### src/rtl/tsm_anf_accumulator_pkg.sv
// Shared definitions for the two-share ANF accumulator: FSM states,
// monomial bit positions and the monomial count.
package tsm_anf_accumulator_pkg;

    typedef enum logic [1:0] {
        ST_IDLE  = 2'd0,
        ST_ACCUM = 2'd1,
        ST_HOLD  = 2'd2
    } state_t;

    localparam int MONO_COUNT = 15;

    localparam int MONO_X    = 0;
    localparam int MONO_Y    = 1;
    localparam int MONO_Z    = 2;
    localparam int MONO_W    = 3;
    localparam int MONO_XY   = 4;
    localparam int MONO_XZ   = 5;
    localparam int MONO_XW   = 6;
    localparam int MONO_YZ   = 7;
    localparam int MONO_YW   = 8;
    localparam int MONO_ZW   = 9;
    localparam int MONO_XYZ  = 10;
    localparam int MONO_XYW  = 11;
    localparam int MONO_XZW  = 12;
    localparam int MONO_YZW  = 13;
    localparam int MONO_XYZW = 14;

    localparam int MONO_IDX [MONO_COUNT] = '{
        MONO_X, MONO_Y, MONO_Z, MONO_W,
        MONO_XY, MONO_XZ, MONO_XW, MONO_YZ, MONO_YW, MONO_ZW,
        MONO_XYZ, MONO_XYW, MONO_XZW, MONO_YZW, MONO_XYZW
    };

endpackage

### src/rtl/tsm_anf_partial.sv
// Combinational partial for one share: XOR of the monomial bits selected
// by the non-constant ANF coefficients. Works on a single share only.
module tsm_anf_partial
    import tsm_anf_accumulator_pkg::*;
(
    input  logic [MONO_COUNT-1:0] mono_vec,
    input  logic [MONO_COUNT-1:0] coeff_vec,
    output logic                  partial_bit
);

    // Fold every selected monomial of this share into one bit
    always_comb begin
        partial_bit = 1'b0;
        for (int i = 0; i < MONO_COUNT; i++) begin
            partial_bit = partial_bit ^ (coeff_vec[MONO_IDX[i]] & mono_vec[MONO_IDX[i]]);
        end
    end

endmodule

### src/rtl/tsm_anf_accumulator.sv
// Two-share threshold accumulator of an ANF function over NUM_STEPS beats.
// Each share is accumulated independently; the result is refreshed with
// one mask bit and held until the consumer takes it. The shares are never
// combined inside this block.
module tsm_anf_accumulator
    import tsm_anf_accumulator_pkg::*;
#(
    parameter int          NUM_STEPS = 2,
    parameter logic [15:0] ANF_COEFF = 16'h0103
) (
    input  logic        clk,
    input  logic        rst,
    input  logic        in_valid,
    output logic        in_ready,
    input  logic [14:0] mono_share1,
    input  logic [14:0] mono_share2,
    input  logic        rand_in,
    input  logic        clear,
    output logic        out_valid,
    input  logic        out_ready,
    output logic        f_share1,
    output logic        f_share2,
    output logic        busy
);

    localparam int                CNT_W    = $clog2(NUM_STEPS) + 1;
    localparam logic [CNT_W-1:0] CNT_LAST = CNT_W'(NUM_STEPS);
    localparam logic [CNT_W-1:0] CNT_ONE  = CNT_W'(1);

    state_t           state, state_nxt;
    logic [CNT_W-1:0] cnt, cnt_nxt;
    logic             acc1, acc1_nxt;
    logic             acc2, acc2_nxt;
    logic             f1_nxt, f2_nxt;
    logic             out_valid_nxt;

    logic             partial1, partial2;
    logic             accept;
    logic             first_beat;
    logic             beat1, beat2;
    logic             new_acc1, new_acc2;
    logic [CNT_W-1:0] new_cnt;
    logic             last_beat;

    tsm_anf_partial u_partial_share1 (
        .mono_vec    (mono_share1),
        .coeff_vec   (ANF_COEFF[15:1]),
        .partial_bit (partial1)
    );

    tsm_anf_partial u_partial_share2 (
        .mono_vec    (mono_share2),
        .coeff_vec   (ANF_COEFF[15:1]),
        .partial_bit (partial2)
    );

    // Handshake: stall only while an unconsumed result is held; clear blocks intake
    assign in_ready = rst | (~clear & ((state != ST_HOLD) | out_ready));
    assign accept   = in_valid & in_ready;
    assign busy     = (state != ST_IDLE);

    // A beat taken in IDLE, or while releasing a held result, starts a new sum
    assign first_beat = (state == ST_IDLE) || (state == ST_HOLD);
    assign beat1      = partial1 ^ (ANF_COEFF[0] & first_beat);
    assign beat2      = partial2;
    assign new_acc1   = first_beat ? beat1 : (acc1 ^ beat1);
    assign new_acc2   = first_beat ? beat2 : (acc2 ^ beat2);
    assign new_cnt    = first_beat ? CNT_ONE : (cnt + CNT_ONE);
    assign last_beat  = (new_cnt == CNT_LAST);

    // Next-state logic: clear wins, then output release, then beat intake
    always_comb begin
        state_nxt     = state;
        cnt_nxt       = cnt;
        acc1_nxt      = acc1;
        acc2_nxt      = acc2;
        f1_nxt        = f_share1;
        f2_nxt        = f_share2;
        out_valid_nxt = out_valid;

        if (clear) begin
            state_nxt     = ST_IDLE;
            cnt_nxt       = '0;
            acc1_nxt      = 1'b0;
            acc2_nxt      = 1'b0;
            out_valid_nxt = 1'b0;
        end else begin
            if ((state == ST_HOLD) && out_ready) begin
                state_nxt     = ST_IDLE;
                out_valid_nxt = 1'b0;
            end
            if (accept) begin
                acc1_nxt = new_acc1;
                acc2_nxt = new_acc2;
                cnt_nxt  = new_cnt;
                if (last_beat) begin
                    state_nxt     = ST_HOLD;
                    f1_nxt        = new_acc1 ^ rand_in;
                    f2_nxt        = new_acc2 ^ rand_in;
                    out_valid_nxt = 1'b1;
                end else begin
                    state_nxt = ST_ACCUM;
                end
            end
        end
    end

    // State, accumulators and registered output shares
    always_ff @(posedge clk or posedge rst) begin
        if (rst) begin
            state     <= ST_IDLE;
            cnt       <= '0;
            acc1      <= 1'b0;
            acc2      <= 1'b0;
            out_valid <= 1'b0;
            f_share1  <= 1'b0;
            f_share2  <= 1'b0;
        end else begin
            state     <= state_nxt;
            cnt       <= cnt_nxt;
            acc1      <= acc1_nxt;
            acc2      <= acc2_nxt;
            out_valid <= out_valid_nxt;
            f_share1  <= f1_nxt;
            f_share2  <= f2_nxt;
        end
    end

endmodule

### config.mk
export PLATFORM = sky130hd
export DESIGN_NAME = tsm_anf_accumulator
export DESIGN_NICKNAME = d
export VERILOG_FILES = /design/src/rtl/tsm_anf_accumulator_pkg.sv /design/src/rtl/tsm_anf_partial.sv /design/src/rtl/tsm_anf_accumulator.sv
export SDC_FILE = /design/constraint.sdc
export NUM_CORES = 1
export LEC_CHECK = 0
export BUFFER_PORTS_ARGS = -buffer_cell sky130_fd_sc_hd__buf_2
export CORE_MARGIN = 5
export CORE_UTILIZATION = 50
export DETAILED_ROUTE_END_ITERATION = 7
export GPL_ROUTABILITY_DRIVEN = 0
export PLACE_DENSITY = 0.84
export SETUP_SLACK_MARGIN = 0.15
export SYNTH_ARGS = -nofsm -noshare
export SYNTH_HDL_FRONTEND = slang
export SYNTH_HIERARCHICAL = 1
export SYNTH_SLANG_ARGS = --single-unit
### constraint.sdc
create_clock -name clk -period 3.7 [get_ports clk]
set_input_delay 0 -clock clk [delete_from_list [all_inputs] [get_ports clk]]
set_output_delay 0 -clock clk [all_outputs]
set_load 0.02 [all_outputs]
After elaboration in Yosys (flattened, before gate mapping)
Cells that the tools add are included.

word-level totals
  logic and storage cells = 47
  register bits = 9
  output and inout bits = 5

operators by class
  $add $sub $neg = 1
  reduce and logical (&&, ||, !) cells = 7
  equal/unequal tests = 3
  bitwise operators = 12
  muxes and demuxes = 17

operator list
  kind                                                            count
  2-bit 2-to-1 mux                                                7
  1-bit 2-to-1 mux                                                10
  1-bit bitwise XOR                                               7
  2-bit == test (second input constant)                           2
  2-bit nonzero test                                              2
  3-bit AND reduction                                             1
  3-bit nonzero test                                              1
  2-bit by 1-bit adder with 2-bit output (second input constant)  1
  1-bit bitwise AND                                               2
  2-bit zero test                                                 1
  2-bit != test (second input constant)                           1
  1-bit bitwise OR                                                2
  1-bit logical AND                                               1
  1-bit logical OR                                                1
  1-bit NOT                                                       1

Logic depth before layout (Yosys ltp)
  depth after elaboration = 7
  mapped depth = 7
  mapped depth without buffers = 7

By module
The synthesis kept the hierarchy.

modules (own cells, without submodules)
  module               cells each  times used  seq. area each (um2)  area an instance (um2)
  tsm_anf_accumulator  46          1           225.2                 523.0
  tsm_anf_partial      26          2           0.0                   193.9

Least setup slack after synthesis
No wires, ideal clock.

  path kind = reg-to-reg
  start point = register state[1]
  end point = register f_share1
  cell stages (with the launch flop) = 4
  library setup time = 0.125 ns
  clock period less this slack = 1.481 ns
  required time = 3.575 ns
  buffers on the path = 0
  slack = 2.219 ns
  arrival time = 1.355 ns
  path through = dfrtp_1 > nor4b_4 > or4_4 > mux2_4

between the ends
  longest elaborated chain between the ends = 6

RTL lines
  what                                                                              line                                                  source
  start, declared                                                                   tsm_anf_accumulator.sv:30                             state_t state, state_nxt;
  start signal, assigned                                                            tsm_anf_accumulator.sv:119                            state <= state_nxt;
  2-bit != test, or another cell as far along                                       tsm_anf_accumulator.sv:58                             assign in_ready = rst | (~clear & ((state != ST_HOLD) | out_ready));
  1-bit bitwise OR / 1-bit logical OR (equally long branches)                       tsm_anf_accumulator.sv:58, tsm_anf_accumulator.sv:63
  1-bit bitwise AND / 1-bit bitwise XOR (equally long branches)                     tsm_anf_accumulator.sv:58, tsm_anf_accumulator.sv:64
  1-bit bitwise OR / 1-bit bitwise XOR (equally long branches)                      tsm_anf_accumulator.sv:58, tsm_anf_accumulator.sv:66
  1-bit bitwise AND / 1-bit 2-to-1 mux (equally long branches)                      tsm_anf_accumulator.sv:59, tsm_anf_accumulator.sv:66
  3-bit AND reduction (no source line) / 1-bit bitwise XOR (equally long branches)  -
  end signal, assigned                                                              tsm_anf_accumulator.sv:124                            f_share1 <= f1_nxt;
  end, declared                                                                     tsm_anf_accumulator.sv:21                             output logic f_share1,

Several ways; a longest one is shown, not always the timed one.
A chain may end at the register's enable or synchronous reset.

Worst setup path after layout
  start point = register state[0]
  end point = register f_share1

The elaborated chain is that of the path after synthesis.

==> results.cfg <==
[drt]
top_layer = met3
met2WireLength_um = 1147
dr.pass1.iters = 4
routed_wl_um = 1942
first_iter_violations = 5
vias_per_cell = 4.337
ant_nets = 0
wire_per_inst_um = 9.908
remaining_drc_errors = 0
dr_wl_met3_um = 115
wl_met1_um = 679
vias = 850

[sta]
finalClockSkew_ps = 2.117
setup_violations = 0
layout_setup_ws_ps = 2057
setup_tns_ps = 0
min_period_ps = 1643
whs_ps = 49.39
hold_viol = 0
max_freq_ghz = 0.6085
rsz0062_at_grt = no
slew_viol_final = 0
fin_crit_sh = 0.4442

[yosys]
synth_common_cells = nand2_1, xnor2_1, dfrtp_1
synth_top_area_frac = 0.2473
yosys.area_share.simple = 0.2527
synth_xor_area_frac = 0.3599
synthArstFlopShare = 1.000
syn_area_um2 = 910.9
synth_edf_count = 0
synthTopCellsByArea = dfrtp_1, xnor2_1, xnor3_1, nand2_1, xor2_1
synth-seq-area-share = 0.2473
synth_cell_type_count = 22
synth_mux_area_frac = 0.03297
yosys.area_share.adder = 0
synth_most_common_cell = nand2_1
synth_cells = 98
synth_top_family_by_area = XOR/XNOR gates
synth_top_area_cell = dfrtp_1
ys.flop_type = dfrtp_1
ys_warn_count = 6
synth_compound_area_frac = 0.07830
yosys_register_bits = 9
avgSynthCellArea_um2 = 9.295

[placed_design]
place.port_buffers = 40
place_hpwl_um = 1699
post-place-ws_ps = 2046

[power_and_ir_drop]
power.density_nw_per_um2 = 344.5
power_mw = 0.4418
p_leak_nw = 0.7207
ir_drop_v = 0.0002668

[global_routing]
grt_pass1_wl_um = 3098
grt_use_total = 0.1505
antenna_found_initial = 0
grt_pass1_vias = 801
grt_start_max_net_pins = 11
overflow = 0

[worst_setup_path]
cp.required_ps = 3850
r2r_cells = 3
cp-startpoint = state[0]
end_kind = flip-flop
crit_path_start_kind = flip-flop
cp_max_fo = 9
crit_path_end = f_share1
criticalPathCategory = reg2reg
reg2reg_from = state[0]
cp.arrival_ps = 1790
r2r-end = f_share1
regToRegSetupSlack_ps = 2060

[cts]
clockBufferDepth = 2
cts_tree = built
cts_made_buffers = 3
h-tree-depth = 1
clkLatencyLatePin_ps = 260
post_cts_resized = 0
path_clk_slew_ps = 60
root_buffer = clkbuf_4
clock_sinks = 9
post-cts-setup-buffers = 0

[die]
core_um2 = 1727
die_w_um = 52.68
die_area_um2 = 2775
num_io_pins = 41
dieHeight_um = 52.68
rows = 15
initial_core_util = 0.5275

[run]
maxCapViolCount = 0

[cells_and_area]
nets = 208
nFillCells = 141
regArea_um2 = 225.2
syn2layout_area_growth_pct = 40.80
multiInputGateArea_um2 = 772.0
drive_above_1_share = 0.2982
diodes = 0

[outcome]
status = complete, no violations

[min_path]
hold_path_class = in2reg
==> cell type report <==
| class | instances | area share |
|---|---|---|
| clock buffer | 4 | 0.02049 |
| inverter | 2 | 0.005854 |
| multi-input combinational | 114 | 0.6020 |
| sequential | 9 | 0.1756 |
| tap | 25 | 0.02439 |
| timing repair buffer | 42 | 0.1717 |
==> critical path, stage by stage, from the launching register on <==
cell and delay, ps:
dfrtp_1 540, nor4b_4 110, or4_4 560, mux2_4 310
==> report_power, final <==
group	leakage (nW)	total (mW)	switching (mW)	internal (mW)
clock network	0.0150	0.0767	0.0351	0.0416
logic	0.587	0.235	0.0981	0.137
registers	0.118	0.130	0.0126	0.118
==> per-stage QoR <==
step	cells	utilization	area [um2]
floorplan	126	-	1016
global placement	190	0.7159	1236
detailed placement	190	0.7159	1236
CTS	196	0.7428	1282
global route	196	0.7428	1282
finish	196	0.7428	1282
==> placed cells by master (no fill, tap or decap), drive strengths merged <==
master,count
o21ba,1
dfrtp,9
nor3b,1
xor2,6
o21ai,1
nand2b,1
nand2,35
buf,40
o32ai,1
mux2,2
a32o,3
nand3b,2
dlygate4sd3,2
a22o,2
or2,2
clkbuf,4
or2b,1
inv,2
nor2,2
conb,30
nor4b,1
xnor3,6
xnor2,16
or4,1
==> what timing repair did <==
| item | 4_1_cts | 5_1_grt |
|---|---|---|
| endpoints found under the setup margin | 0 | 0 |
| hold endpoints to repair | 10 | 0 |
| hold buffers | 2 | 0 |
==> layer usage <==
metal / vias up / track usage
met5: - / 0
li1: 438 / -
met4: 0 / 0.01277
met2: 23 / 0.3285
met3: 0 / 0.04274
met1: 389 / 0.1337
==> registers in the layout, summed over array words and instances (netlist names) <==
signal	cells
out_valid	1
acc2	1
f_share1	1
acc1	1
f_share2	1
state	2
cnt	2
==> worst min-delay path by stage <==
| stage | startpoint | depth (start not counted) | end |
|---|---|---|---|
| after floorplan | rst | 1 | acc1 |
| after global placement | rst | 2 | out_valid |
| after detailed placement | rst | 2 | out_valid |
| after CTS | in_valid | 3 | state[0] |
| after global routing | in_valid | 3 | state[0] |
| final | in_valid | 3 | state[0] |
==> cells by family (layout without fill, tap and decap cells) <==
kind of cell | count (synthesis) | after routing
AO/OA/AOI/OAI | 8 | 8
XOR/XNOR | 28 | 28
buffers and inverters | 3 | 48
flip-flops | 9 | 9
multiplexers | 2 | 2
other | 2 | 30
AND/OR/NAND/NOR | 46 | 46
Power figures use the tool's default switching activity.
